`src/rtl/mod_pow_ctrl.sv`:
```
// Modular exponentiation sequencer: right-to-left square-and-multiply
// driving one external a*b mod m unit through a start/done handshake.
module mod_pow_ctrl #(
  parameter int WIDTH = 32
) (
  input  logic             i_clk,
  input  logic             i_reset,
  input  logic             i_start,
  input  logic [WIDTH-1:0] i_base,
  input  logic [WIDTH-1:0] i_exp,
  input  logic [WIDTH-1:0] i_m,
  output logic [WIDTH-1:0] o_result,
  output logic             o_done,
  output logic             o_mm_start,
  output logic [WIDTH-1:0] o_mm_a,
  output logic [WIDTH-1:0] o_mm_b,
  output logic [WIDTH-1:0] o_mm_m,
  input  logic [WIDTH-1:0] i_mm_result,
  input  logic             i_mm_done
);

  typedef enum logic [3:0] {
    S_IDLE,
    S_LOAD,
    S_REDUCE,
    S_CHECK,
    S_MUL,
    S_WBUSY,
    S_WDONE,
    S_MUL_WB,
    S_SQR,
    S_SQR_WB,
    S_SHIFT,
    S_FIN
  } state_t;

  state_t           r_state;
  state_t           w_next;
  state_t           r_ret;
  logic [WIDTH-1:0] r_r;
  logic [WIDTH-1:0] r_x;
  logic [WIDTH-1:0] r_e;
  logic [WIDTH-1:0] r_result;
  logic             r_done;
  logic             r_mm_start;
  logic [WIDTH-1:0] r_mm_a;
  logic [WIDTH-1:0] r_mm_b;
  logic [WIDTH-1:0] r_mm_m;
  logic             w_last_bit;

  assign o_result   = r_result;
  assign o_done     = r_done;
  assign o_mm_start = r_mm_start;
  assign o_mm_a     = r_mm_a;
  assign o_mm_b     = r_mm_b;
  assign o_mm_m     = r_mm_m;

  // final exponent bit needs no trailing square
  assign w_last_bit = (r_e == WIDTH'(1));

  // state register
  always_ff @(posedge i_clk) begin
    if (i_reset) r_state <= S_IDLE;
    else         r_state <= w_next;
  end

  // next-state decode
  always_comb begin
    w_next = r_state;
    case (r_state)
      S_IDLE:   if (i_start) w_next = S_LOAD;
      S_LOAD:   w_next = (i_m == '0) ? S_FIN : S_REDUCE;
      S_REDUCE: if (r_x < r_mm_m) w_next = S_CHECK;
      S_CHECK: begin
        if (r_e == '0)  w_next = S_FIN;
        else if (r_e[0]) w_next = S_MUL;
        else             w_next = S_SQR;
      end
      S_MUL:    w_next = S_WBUSY;
      S_WBUSY:  if (!i_mm_done) w_next = S_WDONE;
      S_WDONE:  if (i_mm_done) w_next = r_ret;
      S_MUL_WB: w_next = S_SQR;
      S_SQR:    w_next = w_last_bit ? S_SHIFT : S_WBUSY;
      S_SQR_WB: w_next = S_SHIFT;
      S_SHIFT:  w_next = S_CHECK;
      S_FIN:    w_next = S_IDLE;
      default:  w_next = S_IDLE;
    endcase
  end

  // datapath: operands, accumulator and modmul launch
  always_ff @(posedge i_clk) begin
    if (i_reset) begin
      r_ret      <= S_IDLE;
      r_r        <= '0;
      r_x        <= '0;
      r_e        <= '0;
      r_result   <= '0;
      r_done     <= 1'b0;
      r_mm_start <= 1'b0;
      r_mm_a     <= '0;
      r_mm_b     <= '0;
      r_mm_m     <= '0;
    end else begin
      r_mm_start <= 1'b0;
      case (r_state)
        S_IDLE: r_done <= ~i_start;
        S_LOAD: begin
          r_x    <= i_base;
          r_e    <= i_exp;
          r_mm_m <= i_m;
          r_r    <= (i_m > WIDTH'(1)) ? WIDTH'(1) : '0;
        end
        S_REDUCE: begin
          if (r_x >= r_mm_m) r_x <= r_x - r_mm_m;
        end
        S_MUL: begin
          r_mm_a     <= r_r;
          r_mm_b     <= r_x;
          r_mm_start <= 1'b1;
          r_ret      <= S_MUL_WB;
        end
        S_MUL_WB: r_r <= i_mm_result;
        S_SQR: begin
          if (!w_last_bit) begin
            r_mm_a     <= r_x;
            r_mm_b     <= r_x;
            r_mm_start <= 1'b1;
            r_ret      <= S_SQR_WB;
          end
        end
        S_SQR_WB: r_x <= i_mm_result;
        S_SHIFT:  r_e <= r_e >> 1;
        S_FIN: begin
          r_result <= r_r;
          r_done   <= 1'b1;
        end
        default: ;
      endcase
    end
  end

endmodule

```
`config.mk`:
```
export PLATFORM = sky130hd
export DESIGN_NAME = mod_pow_ctrl
export DESIGN_NICKNAME = d
export VERILOG_FILES = /design/src/rtl/mod_pow_ctrl.sv
export SDC_FILE = /design/constraint.sdc
export NUM_CORES = 1
export LEC_CHECK = 0
export CELL_PAD_IN_SITES_DETAIL_PLACEMENT = 0
export CELL_PAD_IN_SITES_GLOBAL_PLACEMENT = 1
export CORE_MARGIN = 2
export CORE_UTILIZATION = 39
export DETAILED_ROUTE_END_ITERATION = 8
export PLACE_DENSITY = 0.9
export SLEW_MARGIN = 30
export SYNTH_ARGS = -nofsm -noshare
export SYNTH_HDL_FRONTEND = slang
export SYNTH_SLANG_ARGS = --single-unit
```
`constraint.sdc`:
```
create_clock -name i_clk -period 3.7 [get_ports i_clk]
set_input_delay 0.74 -clock i_clk [delete_from_list [all_inputs] [get_ports i_clk]]
set_output_delay 0.74 -clock i_clk [all_outputs]
set_load 0.005 [all_outputs]
```
======== Word level (Yosys, flattened, before mapping) ========
Index checks and enable logic that the tools add are counted.
cells by class
  order comparisons ....................... 3
  bitwise logic cells ..................... 1
  mux-type cells .......................... 22
  reduce and logical (&&, ||, !) cells .... 11
  add/sub/neg operators ................... 1
  equality and inequality tests ........... 18
operators by type and width
  kind                                                                              number
  32-bit case mux with 2 select lines                                               4
  32-bit case mux with 3 select lines                                               1
  32-bit zero test                                                                  2
  32-bit two-way mux                                                                2
  4-bit case mux with 11 select lines                                               1
  4-bit two-way mux                                                                 9
  32-bit by 1-bit equality test with 1-bit output, second input constant            1
  32-bit greater-or-equal comparator                                                1
  32-bit by 1-bit greater-than comparator with 1-bit output, second input constant  1
  32-bit < comparator                                                               1
  32-bit subtractor                                                                 1
  4-bit by 3-bit equality test with 1-bit output, second input constant             4
  4-bit equality test, second input constant                                        4
  2-bit inequality test, second input constant                                      6
  4-bit by 2-bit equality test with 1-bit output, second input constant             2
  4-bit case mux with 2 select lines                                                1
  2-bit nonzero test                                                                4
  4-bit by 1-bit equality test with 1-bit output, second input constant             1
  4-bit zero test                                                                   1
  1-bit case mux with 2 select lines                                                2
  2-bit AND reduction                                                               2
  4-bit AND reduction                                                               1
  3-bit nonzero test                                                                1
  1-bit two-way mux                                                                 2
  1-bit NOT                                                                         1
storage, ports and cells
  word-level logic and storage cells ...... 67
  output and inout port bits .............. 130
  input port bits ......................... 132
  flip-flop bits (word level) ............. 234

======== Logic depth before layout (Yosys ltp) ========
Gate-level depths: netlist (run 1).
  word-level depth ........................ 3
  mapped depth ............................ 12
  depth with buffers taken out ............ 11

======== Worst setup path after synthesis (run 1) ========
Ideal clock, no wire load.
  kind .................................... reg-to-reg
  start ................................... register r_x[0]
  end ..................................... register r_x[29]
  data required time ...................... 3555 ps
  stages on the path, launching flop included .. 13
  arrival time ............................ 2381 ps
  slack ................................... 1174 ps
  setup time .............................. 145 ps
  clock period less this slack ............ 2526 ps
  buffers on the path ..................... 1
  path through ............................ dfxtp_1 > inv_1 > ha_1 > fa_1 > nand2b_1 > a21oi_1 > o211ai_1 > nand2_1 > o211ai_1 > a21o_1 > nand2_1 > clkbuf_1 > a311oi_2
on the way
  cells in the longest elaborated chain, start to end .. 3
  elaborated cells between the ends (all ways) .. 6
  those cells by class .................... add/sub (1); order compare (1); eq/ne (1); mux (2); reduce/logical (1)
RTL lines
  item                                                                        RTL line  source
  start, declared                                                             41        logic [WIDTH-1:0] r_x;
  start signal, assigned                                                      109       r_x <= i_base;
  start signal, assigned                                                      115       if (r_x >= r_mm_m) r_x <= r_x - r_mm_m;
  start signal, assigned                                                      132       S_SQR_WB: r_x <= i_mm_result;
  32-bit subtractor or 32-bit greater-or-equal comparator (tied branches)     115
  32-bit two-way mux or 2-bit inequality test (tied branches)                 -
  32-bit case mux with 3 select lines or 2-bit AND reduction (tied branches)  -
Parallel ways exist; a longest one is shown, timed or not. The select of a mux whose other input is x is not followed.
A chain may end at the register's enable or synchronous reset.

======== Worst setup path after layout (run 1) ========
  start ................................... register r_mm_m[25], in the netlist o_mm_m[25]
  end ..................................... register r_x[22]
on the way
  cells in the longest elaborated chain, start to end .. 3
RTL lines
  item                                RTL line  source
  start, declared                     48        logic [WIDTH-1:0] r_mm_m;
  start signal, assigned              111       r_mm_m <= i_m;
  32-bit greater-or-equal comparator  115
  2-bit inequality test (no line)     -
  2-bit AND reduction (no line)       -
No other way between the ends.

==> impl_results.md, run 1 <==
- WP data required: 4.09 ns
- Synth async-reset ratio: 0
- Synth Warn #: 0
- Setup clock skew after layout: 0.0208 ns
- CTS tree: built
- Final worst setup slack: 0.509 ns
- Netlist Area Pre-Place: 11200 µm²
- Internal Power: 6810 µW
- Lkg Pwr: 0.00518 µW
- Fin util: 0.520
- Period minus WS final: 3.19 ns
- H-Tree Level Count: 1
- Largest net degree at the start of global routing: 189
- Remaining DRCs: 0
- Area Growth Syn to Fin: 32.1%
- Placed cell count: 2001
- Achievable clock frequency: 313 MHz
- Initial antenna violation count: 1
- DR WL/cell: 19.7 µm
- Unrepaired setup endpoints after global routing: no
- Initial core utilization: 0.393
- Comb power frac: 0.523
- RR Startpoint: o_mm_m[25]
- Slew of the pin with the lowest slew margin: 0.927 ns
- GRT overflow: 0
- Clk pwr share: 0.192
- DP Worst Slack: 0.577 ns
- Fill cell total of the finished layout: 2784
- Hold crit path type: reg2reg
- FP Rows: 62
- CP Launch Point: o_mm_m[25]
- Sw frac: 0.448
- Fin crit share: 0.862
- Final instance area: 14800 µm²
- Fraction of layout cells with a size suffix above 1: 0.0446
- Diodes inserted: 0
- Netlist cell types: 65
- Register area share after synthesis: 0.416
- Synth Flop Type: dfxtp_1
- Final Routed Wirelength: 40300 µm
- Clk sink count: 233
- CTS buffer count: 25
- Worst skew pair latency: 0.53 ns
- Crit Path Class: reg2reg
- Die Area: 30100 µm²
- Crit path max fanout: 25
- Num ports: 262
- Post-synth EDFFs: 0
- First drt pass iteration count: 6
- Cells after synthesis: 1449
- Setup bufs post-CTS: 0
- Final setup vio count: 0
- Final Hold Viols: 0
- Multi-input gate area: 5950 µm²
- Final Slew Violations: 0
- Nets: 1810
- All-Layer GR Usage: 0.258
- Cts hold-fix bufs: 0
- Core area: 28500 µm²
- Layout Cells excl Fill: 2042
- CTS clk-pin slew, worst paths: 0.06 ns
- Max cap viols: 0
- Critical path arrival: 3.58 ns
- Setup TNS Final: 0 ns
- Flops & latches, synth: 233
- # port buffers: 261
- Flop pwr share: 0.285
- Most frequent cells in the layout: nand2_1 (321), clkdlybuf4s50_1 (260), dfxtp_1 (233)
- Average size of a mapped cell: 7.73 µm²
- Placed cell area: 14000 µm²
- First-pass GRT wire length: 62100 µm
- Syn nets: 1615
- Status: completed
- CP Launch Type: flip-flop
- Die height: 173 µm
- Worst setup EP type: flip-flop
- CTS resizes: 0
- First DRT Iteration DRCs: 1058
- P per Cell Area: 834 nW/µm²
- Total vias in the final route: 11653
- Psw: 5520 µW
- Most area-consuming cells after synthesis: dfxtp_1 (42%), nand2_1 (11%), a21oi_1 (9.6%)
- Worst vdd ir: 386 µV
- Vias in the first global route: 11162
- Root Buffer: clkbuf_16
- Clock Tree Buf Depth: 3
- Relative slew slack: 0.380
- Area leader, netlist: dfxtp_1
- Final ANT Viol Nets: 0
- Die Wd: 173 µm
- Hold_sp: o_mm_b[7]
- Register area: 4660 µm²
- Via density: 5.71
- Yosys top cell area share: 0.416
- DP Wirelength: 29300 µm
- Leading cell type in the layout, fill and taps excluded: nand2_1
- Placer Congestion: 0.896
flip-flops by register name, summed over array words and instances, names as in the netlist:
name and cells:
r_r 32, o_result 32, r_state 4, o_mm_b 32, r_e 32, r_ret 3, o_mm_a 32, r_x 32
o_mm_start 1, o_done 1, o_mm_m 32
power by group through the flow:
stage	Combinational, µW	Sequential [µW]	Clock, µW
final	6450	3510	2370
after global routing	7160	3540	2500
after CTS	6380	3500	2400
after detailed placement	6350	3550	0
after global placement	6310	3550	0
after floorplan	4660	3260	0
stage by stage:
step / total power, µW / hold slack [ns]
global placement: 9860 / 0.439
floorplan: 7920 / 0.432
CTS: 12300 / 0.452
finish: 12300 / 0.450
global route: 13200 / 0.469
detailed placement: 9910 / 0.445
Yosys cell counts (4+ instances only):
library cell	n
a221oi_1	11
o211ai_1	6
nand4_1	8
a21o_1	12
nor4_1	15
dfxtp_1	233
ha_1	33
a31oi_1	9
nand3_1	22
a22oi_1	111
or3_1	4
xnor2_1	12
and2_1	5
o21ai_0	26
o21bai_1	8
nor2b_1	4
nand2b_1	10
nor2_1	73
a21oi_1	215
o21a_1	4
inv_1	43
and3_1	17
nand2_1	321
mux2i_1	6
a311oi_1	21
nor3_1	41
a211oi_1	9
xor2_1	4
buf_2	14
clkbuf_1	94
o31ai_1	9
final cells by class:
class | count | share of cell area
inverter | 44 | 0.0112
clock inverter | 9 | 0.00558
timing repair buffer | 281 | 0.188
sequential | 233 | 0.315
multi-input combinational | 1059 | 0.402
tap | 384 | 0.0325
clock buffer | 32 | 0.0454
logic make-up after synthesis:
logic type               count (synthesis)  share of synthesized area
multiplexers                             6                    0.00536
flip-flops                             233                      0.416
XOR/XNOR                                16                     0.0125
AO/OA/AOI/OAI                          466                      0.264
buffers and inverters                  157                     0.0552
adder cells (fa/ha/maj)                 34                     0.0386
AND/OR/NAND/NOR                        537                      0.208
worst max-delay path: stages (launching register included):
cell	delay, ns
dfxtp_1	0.36
inv_1	0.08
ha_1	0.43
a21o_1	0.20
a21o_1	0.17
a21oi_1	0.37
o221ai_1	0.30
a21oi_1	0.35
o22ai_2	0.21
buf_4	0.30
o31ai_1	0.22
a31oi_1	0.07
worst paths after layout:
kind / end / slack (ns) / cells past startpoint
min reg2reg: o_mm_b[7] / 0.45 / 2
max: r_x[22] / 0.51 / 11
max reg2reg: r_x[22] / 0.51 / 11
min: o_mm_b[7] / 0.45 / 2
per-layer routing:
metal / routed length, µm / GRT usage
met4: 2060 / 0.121
met1: 16200 / 0.312
met3: 3240 / 0.0583
met2: 18700 / 0.436
met5: 13 / 0
No activity file was read; power rests on OpenSTA's default activity.
==> inputs of run 2 (changes only) <==
--- a/config.mk
+++ b/config.mk
@@ -7,11 +7,11 @@
 export LEC_CHECK = 0
 export CELL_PAD_IN_SITES_DETAIL_PLACEMENT = 0
 export CELL_PAD_IN_SITES_GLOBAL_PLACEMENT = 1
-export CORE_MARGIN = 2
+export CORE_MARGIN = 5
 export CORE_UTILIZATION = 39
 export DETAILED_ROUTE_END_ITERATION = 8
 export PLACE_DENSITY = 0.9
-export SLEW_MARGIN = 30
+export SLEW_MARGIN = 20
 export SYNTH_ARGS = -nofsm -noshare
 export SYNTH_HDL_FRONTEND = slang
 export SYNTH_SLANG_ARGS = --single-unit
==> run 2 against run 1 <==
  * Core utilization increased by 0.36 points
  * Via count increased by 0.35%
  * Total power increased by 1.7%
  * Sequential share of layout area decreased by 0.30 points
  * Clock skew increased by 0.0014 ns
  * Combinational power about the same
  * Register-to-register slack improved by 0.096 ns
  * Final cell count increased by 0.39%
  * Global-route usage decreased by 1.9 points
  * Clock power increased by 9.3%
  * Routed wire length increased by 2.8%
  * Die area increased by 7.0%
  * Highest routed layer unchanged
==> impl_results.md, run 2 (same netlist as run 1, synthesis figures left out) <==
- CP Launch Type: flip-flop (unchanged)
- Setup TNS Final: 0 ns (unchanged)
- Placed cell area: 14100 µm² (was 14000 µm²)
- Hold_sp: o_mm_b[19] (was o_mm_b[7])
- Setup clock skew after layout: 0.0222 ns (was 0.0208 ns)
- WHS: 0.451 ns (was 0.450 ns)
- Worst setup EP type: flip-flop (unchanged)
- Root Buffer: clkbuf_16 (unchanged)
- Worst Hold Endpoint: o_mm_b[19] (was o_mm_b[7])
- Unrepaired setup endpoints after global routing: no (unchanged)
- DR WL/cell: 20.2 µm (was 19.7 µm)
- Diodes inserted: 0 (unchanged)
- Max cap viols: 0 (unchanged)
- First drt pass iteration count: 5 (was 6)
- Crit Path Class: reg2reg (unchanged)
- CTS tree: built (unchanged)
- Worst path max stage delay: 0.40 ns (was 0.43 ns)
- Die height: 179 µm (was 173 µm)
- Relative slew slack: 0.390 (was 0.380)
- Status: completed (unchanged)
- Most frequent cells in the layout: nand2_1 (321), clkdlybuf4s50_1 (260), dfxtp_1 (233) (unchanged)
- CTS resizes: 0 (unchanged)
- All-Layer GR Usage: 0.239 (was 0.258)
- FP Rows: 62 (unchanged)
- Via density: 5.70 (was 5.71)
- Worst skew pair latency: 0.54 ns (was 0.53 ns)
- # port buffers: 261 (unchanged)
- Final setup vio count: 0 (unchanged)
- Final Hold Viols: 0 (unchanged)
- RR Startpoint: r_x[0] (was o_mm_m[25])
- Placer Congestion: 0.958 (was 0.896)
- Initial core utilization: 0.392 (was 0.393)
- H-Tree Level Count: 1 (unchanged)
- Total vias in the final route: 11694 (was 11653)
- Register-to-register setup slack: 0.60 ns (was 0.51 ns)
- Setup bufs post-CTS: 0 (unchanged)
- Final Slew Violations: 0 (unchanged)
- Final ANT Viol Nets: 0 (unchanged)
- Num ports: 262 (unchanged)
- RR Endpoint: r_x[8] (was r_x[22])
- First DRT Iteration DRCs: 1102 (was 1058)
- Nets: 1815 (was 1810)
- Worst vdd ir: 330 µV (was 386 µV)
- Leading cell type in the layout, fill and taps excluded: nand2_1 (unchanged)
- Final Routed Wirelength: 41400 µm (was 40300 µm)
- Fraction of layout cells with a size suffix above 1: 0.0504 (was 0.0446)
- Clock Tree Buf Depth: 3 (unchanged)
- Cells on worst reg2reg path: 12 (was 11)
- CTS clk-pin slew, worst paths: 0.06 ns (about the same)
- Remaining DRCs: 0 (unchanged)
- Initial antenna violation count: 3 (was 1)
- Clk sink count: 233 (unchanged)
- Cts hold-fix bufs: 0 (unchanged)
- CTS buffer count: 26 (was 25)
- DP Worst Slack: 0.664 ns (was 0.577 ns)
- Fill cell total of the finished layout: 2796 (was 2784)
- Clk pwr share: 0.207 (was 0.192)
- Sw frac: 0.440 (was 0.448)
- Fin crit share: 0.837 (was 0.862)
- Die Area: 32200 µm² (was 30100 µm²)
- Slowest CP cell: fa_1 (was ha_1)
- DP Wirelength: 30600 µm (was 29300 µm)
- Largest net degree at the start of global routing: 175 (was 189)
- Hold depth: 2 (unchanged)
- Vias in the first global route: 11104 (was 11162)
- Final worst setup slack: 0.605 ns (was 0.509 ns)
- Worst path cell trace: inv_1 -> ha_1 -> fa_1 -> nand2b_1 -> a21oi_1 -> o211ai_1 -> nand2_1 -> o211ai_1 -> a21o_1 -> nand2_1 -> buf_4 -> a311oi_1 (was inv_1 -> ha_1 -> a21o_1 -> a21o_1 -> a21oi_1 -> o221ai_1 -> a21oi_1 -> o22ai_2 -> buf_4 -> o31ai_1 -> a31oi_1)
- Slew of the pin with the lowest slew margin: 0.911 ns (was 0.927 ns)
- GRT overflow: 0 (unchanged)
- First-pass GRT wire length: 63200 µm (was 62100 µm)
- Final instance area: 14900 µm² (was 14800 µm²)
- Psw: 5520 µW (about the same)
- Core area: 28500 µm² (about the same)
- Critical path arrival: 3.48 ns (was 3.58 ns)
- Period minus WS final: 3.10 ns (was 3.19 ns)
- Lkg Pwr: 0.00525 µW (was 0.00518 µW)
- Power consumption: 12500 µW (was 12300 µW)
- Internal Power: 7020 µW (was 6810 µW)
- Flop pwr share: 0.278 (was 0.285)
- Comb power frac: 0.515 (was 0.523)
- Area Growth Syn to Fin: 33.3% (was 32.1%)
- Die Wd: 179 µm (was 173 µm)
- Crit path max fanout: 22 (was 25)
- Achievable clock frequency: 323 MHz (was 313 MHz)
- WP data required: 4.08 ns (was 4.09 ns)
- P per Cell Area: 840 nW/µm² (was 834 nW/µm²)
- Hold crit path type: reg2reg (unchanged)
## run 2: changes by cell type in the layout (fill, tap and decap cells not counted)
cell | previous run | this run
buf_4 | 19 | 22
clkbuf_8 | 2 | 5
clkbuf_1 | 5 | 3
buf_12 | 1 | 2
bufinv_16 | 1 | 2
clkbuf_16 | 25 | 26
clkinv_8 | 0 | 1
nor2_2 | 1 | 2
nor2_4 | 2 | 1
## run 2: stage by stage
| stage | std cells | util |
|---|---|---|
| after global routing | 2050 | 0.523 |
| after floorplan | 1449 | - |
| after CTS | 2050 | 0.523 |
| final | 2050 | 0.523 |
| after detailed placement | 2005 | 0.493 |
| after global placement | 2005 | 0.493 |
## run 2: how the worst max path moves through the flow
stage	from	end	slack, ns	cells past startpoint
CTS	r_x[0]	r_x[8]	0.64	12
finish	r_x[0]	r_x[8]	0.60	12
global placement	r_x[0]	r_x[6]	0.77	12
floorplan	r_x[0]	r_x[29]	1.17	12
detailed placement	r_x[0]	r_x[12]	0.66	12
global route	r_x[0]	r_x[8]	0.40	12
## run 2: worst max-delay path: cells and delay by family (launching register included)
family	cells	cell delay (ns)
AOI/OAI and AO/OA	5	0.90
adders and majority gates	2	0.60
buffers and inverters	2	0.42
DFF	1	0.38
and+or+nand+nor	3	0.62
## run 2: area by class of cell
| class | count | area (µm²) | share of cell area |
|---|---|---|---|
| multi-input cells | 1059 | 5950 | 0.398 |
| flip-flops and latches | 233 | 4660 | 0.312 |
| repair buffers | 285 | 2820 | 0.189 |
| clock buffers | 34 | 731 | 0.0489 |
| well taps | 384 | 480 | 0.0322 |
| inverters | 44 | 165 | 0.0111 |
| clock inverters | 11 | 129 | 0.00863 |
## run 2: power groups by stage
stage | Clock (µW) | Sequential, µW | Combinational [µW]
floorplan | 0 | 3260 | 4660
global placement | 0 | 3520 | 6320
detailed placement | 0 | 3530 | 6360
CTS | 2630 | 3480 | 6400
global route | 2740 | 3530 | 7100
finish | 2590 | 3490 | 6460
## run 2: layer usage
| layer | wire [µm] | global-route usage | vias up |
|---|---|---|---|
| met2 | 19700 | 0.406 | 512 |
| met3 | 3360 | 0.0546 | 102 |
| li1 | - | - | 5559 |
| met5 | 39 | 0 | - |
| met1 | 16300 | 0.292 | 5515 |
| met4 | 1970 | 0.100 | 6 |
==> inputs of run 3 (changes only) <==
--- a/config.mk
+++ b/config.mk
@@ -8,9 +8,9 @@
 export CELL_PAD_IN_SITES_DETAIL_PLACEMENT = 0
 export CELL_PAD_IN_SITES_GLOBAL_PLACEMENT = 1
 export CORE_MARGIN = 5
-export CORE_UTILIZATION = 39
+export CORE_UTILIZATION = 36
 export DETAILED_ROUTE_END_ITERATION = 8
-export PLACE_DENSITY = 0.9
+export PLACE_DENSITY = 0.85
 export SLEW_MARGIN = 20
 export SYNTH_ARGS = -nofsm -noshare
 export SYNTH_HDL_FRONTEND = slang
==> constraint.sdc (replaced) <==
create_clock -name i_clk -period 3.15 [get_ports i_clk]
set_input_delay 0.63 -clock i_clk [delete_from_list [all_inputs] [get_ports i_clk]]
set_output_delay 0.63 -clock i_clk [all_outputs]
set_load 0.005 [all_outputs]
==> run 3 against run 2 <==
  * Via count fell by 0.81%
  * Clock skew shrank 0.0069 ns
  * Hold slack got worse by 0.024 ns
  * Critical path depth decreased by 2
  * Total power is 20% higher
  * Critical endpoint is now r_x[2]
==> impl_results.md, run 3 (same netlist as run 1, synthesis figures left out) <==
- Placer Congestion: 0.903 (was 0.958)
- Final Routed Wirelength: 41900 µm (was 41400 µm)
- Die Area: 34700 µm² (was 32200 µm²)
- Core area: 30700 µm² (was 28500 µm²)
- Most frequent cells in the layout: nand2_1 (321), clkdlybuf4s50_1 (260), dfxtp_1 (233) (unchanged)
- Status: completed (unchanged)
- Worst path max stage delay: 0.50 ns (was 0.40 ns)
- CTS clk-pin slew, worst paths: 0.06 ns (about the same)
- Crit Path Class: reg2reg (unchanged)
- Die height: 186 µm (was 179 µm)
- GRT overflow: 0 (unchanged)
- H-Tree Level Count: 1 (unchanged)
- Final Hold Viols: 0 (unchanged)
- RR Startpoint: r_x[25] (was r_x[0])
- CP Launch Point: r_x[25] (was r_x[0])
- Fin crit share: 0.943 (was 0.837)
- First drt pass iteration count: 5 (unchanged)
- Root Buffer: clkbuf_16 (unchanged)
- Worst vdd ir: 524 µV (was 330 µV)
- Vias in the first global route: 11400 (was 11104)
- Diodes inserted: 0 (unchanged)
- Worst skew pair latency: 0.55 ns (was 0.54 ns)
- Remaining DRCs: 0 (unchanged)
- Total vias in the final route: 11599 (was 11694)
- Fraction of layout cells with a size suffix above 1: 0.0572 (was 0.0504)
- Area Growth Syn to Fin: 34.9% (was 33.3%)
- Final setup vio count: 0 (unchanged)
- Period minus WS final: 2.97 ns (was 3.10 ns)
- Max cap viols: 0 (unchanged)
- FP Rows: 64 (was 62)
- Worst setup EP type: flip-flop (unchanged)
- First DRT Iteration DRCs: 931 (was 1102)
- Setup TNS Final: 0 ns (unchanged)
- Hold_sp: i_reset (was o_mm_b[19])
- Initial core utilization: 0.365 (was 0.392)
- Leading cell type in the layout, fill and taps excluded: nand2_1 (unchanged)
- Nets: 1824 (was 1815)
- WP data required: 3.60 ns (was 4.08 ns)
- Critical path arrival: 3.43 ns (was 3.48 ns)
- Die Wd: 186 µm (was 179 µm)
- Most frequent cell on the critical path: a21o_1
- Slowest CP cell: dfxtp_1 (was fa_1)
- CP Launch Type: flip-flop (unchanged)
- First-pass GRT wire length: 64600 µm (was 63200 µm)
- Final ANT Viol Nets: 0 (unchanged)
- Clk sink count: 233 (unchanged)
- CTS buffer count: 27 (was 26)
- # port buffers: 261 (unchanged)
- Setup clock skew after layout: 0.0153 ns (was 0.0222 ns)
- Largest net degree at the start of global routing: 79 (was 175)
- All-Layer GR Usage: 0.226 (was 0.239)
- Layout Cells excl Fill: 2073 (was 2050)
- Cts hold-fix bufs: 0 (unchanged)
- Lkg Pwr: 0.00533 µW (was 0.00525 µW)
- DP Wirelength: 30700 µm (was 30600 µm)
- Achievable clock frequency: 337 MHz (was 323 MHz)
- Final Slew Violations: 0 (unchanged)
- Clock Tree Buf Depth: 3 (unchanged)
- Slew of the pin with the lowest slew margin: 0.989 ns (was 0.911 ns)
- Placed cell count: 2025 (was 2005)
- Worst path cell trace: ha_2 -> a21o_1 -> a21o_1 -> a21oi_1 -> o221ai_1 -> a21o_1 -> a21oi_1 -> nand2_1 -> buf_4 -> a211oi_1 (was inv_1 -> ha_1 -> fa_1 -> nand2b_1 -> a21oi_1 -> o211ai_1 -> nand2_1 -> o211ai_1 -> a21o_1 -> nand2_1 -> buf_4 -> a311oi_1)
- CTS tree: built (unchanged)
- Num ports: 262 (unchanged)
- Crit path max fanout: 20 (was 22)
- Initial antenna violation count: 2 (was 3)
- Unrepaired setup endpoints after global routing: no (unchanged)
- Via density: 5.60 (was 5.70)
- Hold crit path type: in2reg (was reg2reg)
- DR WL/cell: 20.2 µm (about the same)
- P per Cell Area: 992 nW/µm² (was 840 nW/µm²)
- Relative slew slack: 0.338 (was 0.390)
==> run 3: per-layer routing <==
layer	track usage	share of wire	vias to the layer above
li1	-	-	5577
met1	0.280	0.40	5485
met2	0.379	0.47	447
met3	0.0590	0.086	88
met4	0.0839	0.042	2
met5	0	0.00026	-
==> run 3: report_power, final <==
group,internal (µW),total [µW],switching [µW]
clock,1910,3200,1290
sequential,3450,4090,647
combinational,3080,7700,4620
==> run 3: area by class of cell <==
cell class | instances | area [µm²]
Inverter | 44 | 165
Sequential cell | 233 | 4660
Timing Repair Buffer | 293 | 2920
Multi-Input combinational cell | 1059 | 5950
Clock buffer | 38 | 787
Clock inverter | 10 | 125
Tap cell | 396 | 495
Fill cell | 3018 | 15600
==> run 3: repair_timing <==
action | in CTS | in global routing
gates resized for setup | 0 | 2
setup buffers | 0 | 0
hold endpoints to repair | 0 | 0
setup endpoints to repair | 0 | 5
==> run 3: path summary, 6_finish.rpt <==
path / end / slack [ns] / cells after the start
setup reg to reg: r_x[2] / 0.18 / 10
hold reg to reg: o_mm_b[22] / 0.45 / 2
hold / removal: r_r[24] / 0.43 / 2
setup / recovery: r_x[2] / 0.18 / 10
==> run 3: critical path, delay by kind of cell (launching register included) <==
kind	cells	cell delay (ns)
buffers and inverters	1	0.22
and+or+nand+nor	1	0.11
adders and majority gates	1	0.42
DFF	1	0.50
AOI/OAI and AO/OA	7	1.64
==> run 3: per-stage QoR <==
step | hold slack (ns) | setup WS, ns | util | instance area, µm² | total power [µW]
6_report | 0.427 | 0.179 | 0.493 | 15100 | 15000
5_1_grt | 0.428 | 0.00150 | 0.493 | 15100 | 16100
2_1_floorplan | 0.432 | 0.624 | - | 11200 | 9300
3_3_place_gp | 0.443 | 0.223 | 0.463 | 14200 | 11700
3_5_place_dp | 0.446 | 0.199 | 0.463 | 14200 | 11700
4_1_cts | 0.409 | 0.178 | 0.492 | 15100 | 15000
